`src/rtl/pc_pkg.sv`:
```
// Shared types and constants for the fetch-stage program counter.
package pc_pkg;

  typedef enum logic [1:0] {
    RUN  = 2'b00,
    TRAP = 2'b01,
    HALT = 2'b10
  } pcState_t;

  localparam logic [1:0] CAUSE_NONE     = 2'b00;
  localparam logic [1:0] CAUSE_EXTERNAL = 2'b01;
  localparam logic [1:0] CAUSE_MISALIGN = 2'b10;

  localparam int unsigned INC = 4;

endpackage

```
`src/rtl/pc_ras.sv`:
```
// Circular return-address stack; a push when full silently overwrites the oldest entry.
module pc_ras #(
  parameter int WIDTH = 32,
  parameter int DEPTH = 4
) (
  input  logic             clock,
  input  logic             reset,
  input  logic             push,
  input  logic             pop,
  input  logic [WIDTH-1:0] pushData,
  output logic [WIDTH-1:0] top,
  output logic             empty,
  output logic             full
);

  localparam int PtrW = (DEPTH > 1) ? $clog2(DEPTH) : 1;

  logic [WIDTH-1:0] mem [DEPTH];
  logic [PtrW-1:0]  topPtr;
  logic [PtrW-1:0]  ptrUp;
  logic [PtrW:0]    count;

  assign ptrUp = topPtr + 1'b1;
  assign empty = (count == '0);
  assign full  = (count == (PtrW+1)'(DEPTH));
  assign top   = mem[topPtr];

  // A simultaneous pop and push on a non-empty stack just replaces the top entry.
  always_ff @(posedge clock) begin
    if (reset) begin
      topPtr <= '0;
      count  <= '0;
    end else if (push && pop && !empty) begin
      mem[topPtr] <= pushData;
    end else if (push) begin
      topPtr     <= ptrUp;
      mem[ptrUp] <= pushData;
      if (!full) count <= count + 1'b1;
    end else if (pop && !empty) begin
      topPtr <= topPtr - 1'b1;
      count  <= count - 1'b1;
    end
  end

endmodule

```
`src/rtl/pc_unit.sv`:
```
// Fetch-stage program counter with stall, redirects, precise traps and a halt state.
// Define PC_RAS_EN to add Call/Ret ports backed by a return-address stack.
module pc_unit
  import pc_pkg::*;
#(
  parameter int               WIDTH        = 32,
  parameter logic [WIDTH-1:0] RESET_VECTOR = 32'h0040_0000,
  parameter logic [WIDTH-1:0] EXC_VECTOR   = 32'h8000_0180,
  parameter int               RAS_DEPTH    = 4
) (
  input  logic             Clk,
  input  logic             Reset,
  input  logic             Stall,
  input  logic             Branch,
  input  logic [WIDTH-1:0] BranchTarget,
  input  logic             Jump,
  input  logic [WIDTH-1:0] JumpTarget,
  input  logic             Exception,
  input  logic             Eret,
`ifdef PC_RAS_EN
  input  logic             Call,
  input  logic             Ret,
`endif
  output logic [WIDTH-1:0] PC,
  output logic [WIDTH-1:0] PCPlusInc,
  output logic [WIDTH-1:0] EPC,
  output logic [1:0]       Cause,
  output logic             Halted
);

  pcState_t         state, stateNext;
  logic [WIDTH-1:0] pcNext, epcNext, jumpDest, target;
  logic [1:0]       causeNext;
  logic             redirect, misaligned;

  assign PCPlusInc = PC + WIDTH'(INC);
  assign Halted    = (state == HALT);

`ifdef PC_RAS_EN
  logic [WIDTH-1:0] rasTop;
  logic             rasEmpty, unusedRasFull, rasStep;

  // The stack only moves when the jump itself is actually taken.
  assign rasStep = Jump && !Stall && !misaligned &&
                   (((state == RUN) && !Exception) || ((state == TRAP) && !Eret));
  assign jumpDest = (Ret && !rasEmpty) ? rasTop : JumpTarget;

  pc_ras #(.WIDTH(WIDTH), .DEPTH(RAS_DEPTH)) ras (
    .clock    (Clk),
    .reset    (Reset),
    .push     (rasStep && Call),
    .pop      (rasStep && Ret),
    .pushData (PCPlusInc),
    .top      (rasTop),
    .empty    (rasEmpty),
    .full     (unusedRasFull)
  );
`else
  localparam int unusedRasDepth = RAS_DEPTH;
  assign jumpDest = JumpTarget;
`endif

  assign redirect   = !Stall && (Jump || Branch);
  assign target     = Jump ? jumpDest : BranchTarget;
  assign misaligned = redirect && (target[1:0] != 2'b00);

  // Next-PC selection: Exception > Eret > Stall > Jump > Branch > sequential.
  always_comb begin
    stateNext = state;
    pcNext    = PC;
    epcNext   = EPC;
    causeNext = Cause;
    case (state)
      RUN: begin
        if (Exception) begin
          pcNext    = EXC_VECTOR;
          epcNext   = PC;
          causeNext = CAUSE_EXTERNAL;
          stateNext = TRAP;
        end else if (Stall) begin
          pcNext = PC;
        end else if (misaligned) begin
          pcNext    = EXC_VECTOR;
          epcNext   = target;
          causeNext = CAUSE_MISALIGN;
          stateNext = TRAP;
        end else if (redirect) begin
          pcNext = target;
        end else begin
          pcNext = PCPlusInc;
        end
      end
      TRAP: begin
        if (Eret) begin
          pcNext    = EPC;
          causeNext = CAUSE_NONE;
          stateNext = RUN;
        end else if (Stall) begin
          pcNext = PC;
        end else if (misaligned) begin
          stateNext = HALT;
        end else if (redirect) begin
          pcNext = target;
        end else begin
          pcNext = PCPlusInc;
        end
      end
      default: ;
    endcase
  end

  always_ff @(posedge Clk) begin
    if (Reset) begin
      state <= RUN;
      PC    <= RESET_VECTOR;
      EPC   <= '0;
      Cause <= CAUSE_NONE;
    end else begin
      state <= stateNext;
      PC    <= pcNext;
      EPC   <= epcNext;
      Cause <= causeNext;
    end
  end

endmodule

```
`config.mk`:
```
export PLATFORM = sky130hd
export DESIGN_NAME = pc_unit
export DESIGN_NICKNAME = d
export VERILOG_FILES = /design/src/rtl/pc_pkg.sv /design/src/rtl/pc_ras.sv /design/src/rtl/pc_unit.sv
export SDC_FILE = /design/constraint.sdc
export NUM_CORES = 1
export LEC_CHECK = 0
export CAP_MARGIN = 40
export CORE_MARGIN = 1
export CORE_UTILIZATION = 44
export DETAILED_ROUTE_END_ITERATION = 8
export PLACE_DENSITY_LB_ADDON = 0.05
export SLEW_MARGIN = 25
export SYNTH_ARGS = -nofsm -noshare
export SYNTH_HDL_FRONTEND = slang
export SYNTH_SLANG_ARGS = --single-unit
```
`constraint.sdc`:
```
create_clock -name Clk -period 2.4 [get_ports Clk]
set_input_delay 0.24 -clock Clk [delete_from_list [all_inputs] [get_ports Clk]]
set_output_delay 0.24 -clock Clk [all_outputs]
set_load 0.005 [all_outputs]
```
==> impl_metrics.json <==
{
  "rsz0062_at_grt": "yes",
  "syn_avg_cell_area_sq_um": 7.71,
  "num_antenna_cells": 0,
  "via_per_inst": 5.90,
  "hold_end": "EPC[5]",
  "syn_area_sq_um": 4310,
  "worstMarginPinSlew_ns": 0.641,
  "grt_use_total_pct": 31.8,
  "grt_pass1_vias": 4924,
  "numCtsBuffers": 9,
  "post-synth-top-area-cell": "dfxtp_1",
  "whs_path_depth": 2,
  "wl_um": 16300,
  "min_path_type": "reg2reg",
  "fin_cells": 890,
  "clk_path_buf_depth": 2,
  "synthArstFlopShare_pct": 0,
  "portBuffers": 169,
  "min_period_over_period_pct": 97.5,
  "clk_latency_ns": 0.35,
  "r2r_cells": 10,
  "yosys_most_used_dff": "dfxtp_1",
  "min_period_ns": 2.34,
  "synth_fp_nets": 631,
  "outcome": "finished, final reports clean",
  "place_inst": 852,
  "hpwl_um": 10800,
  "core.rowCount": 35,
  "fin_nets": 828,
  "htreeDepth": 3,
  "netlist-cell-type-count": 57,
  "core-area_sq_um": 9370,
  "fillerInstances": 735,
  "wl_per_cell_um": 18.4,
  "synth-edff-count": 0,
  "yosys-top-cells-area": "dfxtp_1 (32%), a21oi_1 (9.5%), nand2_1 (7.1%), mux2i_1 (7.0%), o211ai_1 (5.9%)",
  "reg2reg_from": "PC[10]",
  "numClockSinks": 68,
  "die_area_sq_um": 10200,
  "drv_slew": 0,
  "routabilityCongestion": 0.871,
  "ys_ff_latch": 68,
  "hold_start": "EPC[5]",
  "path_class": "reg2out",
  "yosys.area.top_type_share_pct": 31.6,
  "drc": 0,
  "netlist_instances": 559,
  "synthMostInstantiatedCell": "a21oi_1",
  "setup_tns_ns": 0,
  "finalHoldViolCount": 0,
  "seq_area_frac_synth_pct": 31.6,
  "synthToLayoutAreaGrowth_pct": 60.4,
  "design_power_total_mw": 3.76,
  "finClkSkew_ns": 0.0122,
  "synth_common_cells": "a21oi_1 (82), nand2_1 (81), dfxtp_1 (68)",
  "timing.rr.end": "PC[28]",
  "cts_tree": "done",
  "dr.pass1.iters": 5,
  "start_util_pct": 46.0,
  "relSlewSlack_pct": 57.3,
  "cellLeakagePower_nw": 2.83,
  "antenna_found_initial": 0,
  "arrival_ns": 2.10,
  "max_freq_ghz": 0.427,
  "drive_gt1_share_pct": 19.1,
  "path_clk_slew_ns": 0.08,
  "holdBufCountCts": 0,
  "r2r_slack_ns": 0.37,
  "powerDensity_nw_per_um2": 545,
  "ant_nets": 0,
  "required_ns": 2.16,
  "fp.dieH_um": 101,
  "cts_root_buffer": "clkbuf_8",
  "io_pins": 170,
  "cap_violations": 0,
  "setup_viol": 0,
  "critPathLaunchType": "flop",
  "crit_fanout": 5,
  "vdd_drop_max_mv": 0.335,
  "gr-total-overflow": 0,
  "grt_pass1_wl_um": 25100,
  "yosysWarnings": 0,
  "dieWidth_um": 101,
  "num_vias": 5253,
  "endpoint_kind": "output port",
  "drt_iter0_drc": 368,
  "grt_max_degree": 53
}
[cell families after synthesis]
group,after synthesis,synth area share [%]
buffers and inverters,58,5.87
DFF,68,31.6
xor gates and xnor gates,28,5.87
muxes,30,6.97
adders and majority gates,1,0.290
and+or+nand+nor,163,19.3
AOI/OAI and AO/OA,211,30.1
[critical path, stage by stage, from the launching register on]
cell	delay [ns]
dfxtp_2	0.36
nand4_4	0.17
nor4_4	0.28
buf_4	0.19
buf_4	0.13
nand4_1	0.15
xnor2_2	0.21
dlygate4sd2_1	0.26
[report_power, final]
part           internal [mW]  total, mW  leakage [nW]  switching (mW)
clock                  0.614       1.08         0.107           0.470
combinational          0.691       1.32          2.15           0.631
sequential              1.25       1.36         0.565           0.114
[worst max path at each step]
stage	start	end	slack, ns	cells past startpoint
after global placement	PC[2]	PCPlusInc[26]	0.17	6
after floorplan	PC[2]	PC[14]	0.44	8
after global routing	PC[11]	PCPlusInc[26]	-0.08	7
after detailed placement	PC[2]	PCPlusInc[26]	0.15	6
final	PC[10]	PCPlusInc[26]	0.06	7
after CTS	PC[17]	PCPlusInc[21]	-0.04	7
[cells in the final DEF, fill, tap and decap left out, types with 4 or more instances in the layout]
master,instances
a211o_1,5
a211oi_1,4
a21oi_1,82
a221oi_1,5
a22oi_1,10
buf_12,4
buf_4,61
clkbuf_8,10
clkdlybuf4s50_1,148
dfxtp_1,52
dfxtp_2,14
dlygate4sd2_1,12
dlymetal6s2s_1,6
inv_1,8
mux2i_1,30
nand2_1,78
nand3_1,11
nand4_1,9
nor2_1,21
nor2b_1,5
nor3_1,4
o211ai_1,34
o21ai_0,36
o21ai_1,6
o22ai_1,8
xnor2_1,9
xnor2_2,12
xor2_1,6
[flip-flops by register name, summed over array words and instances, names as in the netlist, named ones only]
| signal | flops |
|---|---|
| state | 2 |
| Cause | 2 |
| EPC | 32 |
| PC | 30 |
[through the flow]
step | area [sq um] | setup WS, ns | util [%] | hold slack, ns
5_1_grt | 6910 | -0.0828 | 73.7 | 0.487
2_1_floorplan | 4310 | 0.436 | - | 0.461
3_5_place_dp | 6320 | 0.150 | 67.5 | 0.463
6_report | 6910 | 0.0599 | 73.7 | 0.476
4_1_cts | 6740 | -0.0423 | 71.9 | 0.467
3_3_place_gp | 6320 | 0.166 | 67.5 | 0.458
[layer usage]
layer,wire [um],vias to the layer above,track usage [%]
met5,0,-,0
met4,466,0,13.2
met3,1570,43,8.18
met2,7680,307,53.1
met1,6640,2470,38.9
li1,-,2433,-
[timing repair]
action / CTS / global route
endpoints found under the setup margin: 22 / 13
gates resized for setup: 48 / 24
pin swaps: 19 / 11
setup buffers: 11 / 11
[area by class of cell]
type / instances / area [sq um] / area share [%]
inverter: 9 / 33.8 / 0.489
sequential: 68 / 1390 / 20.1
clock inverter: 4 / 72.6 / 1.05
multi-input combinational: 433 / 2890 / 41.8
clock buffer: 12 / 145 / 2.10
tap: 129 / 161 / 2.34
timing repair buffer: 235 / 2230 / 32.2
Power figures use the tool's default switching activity.
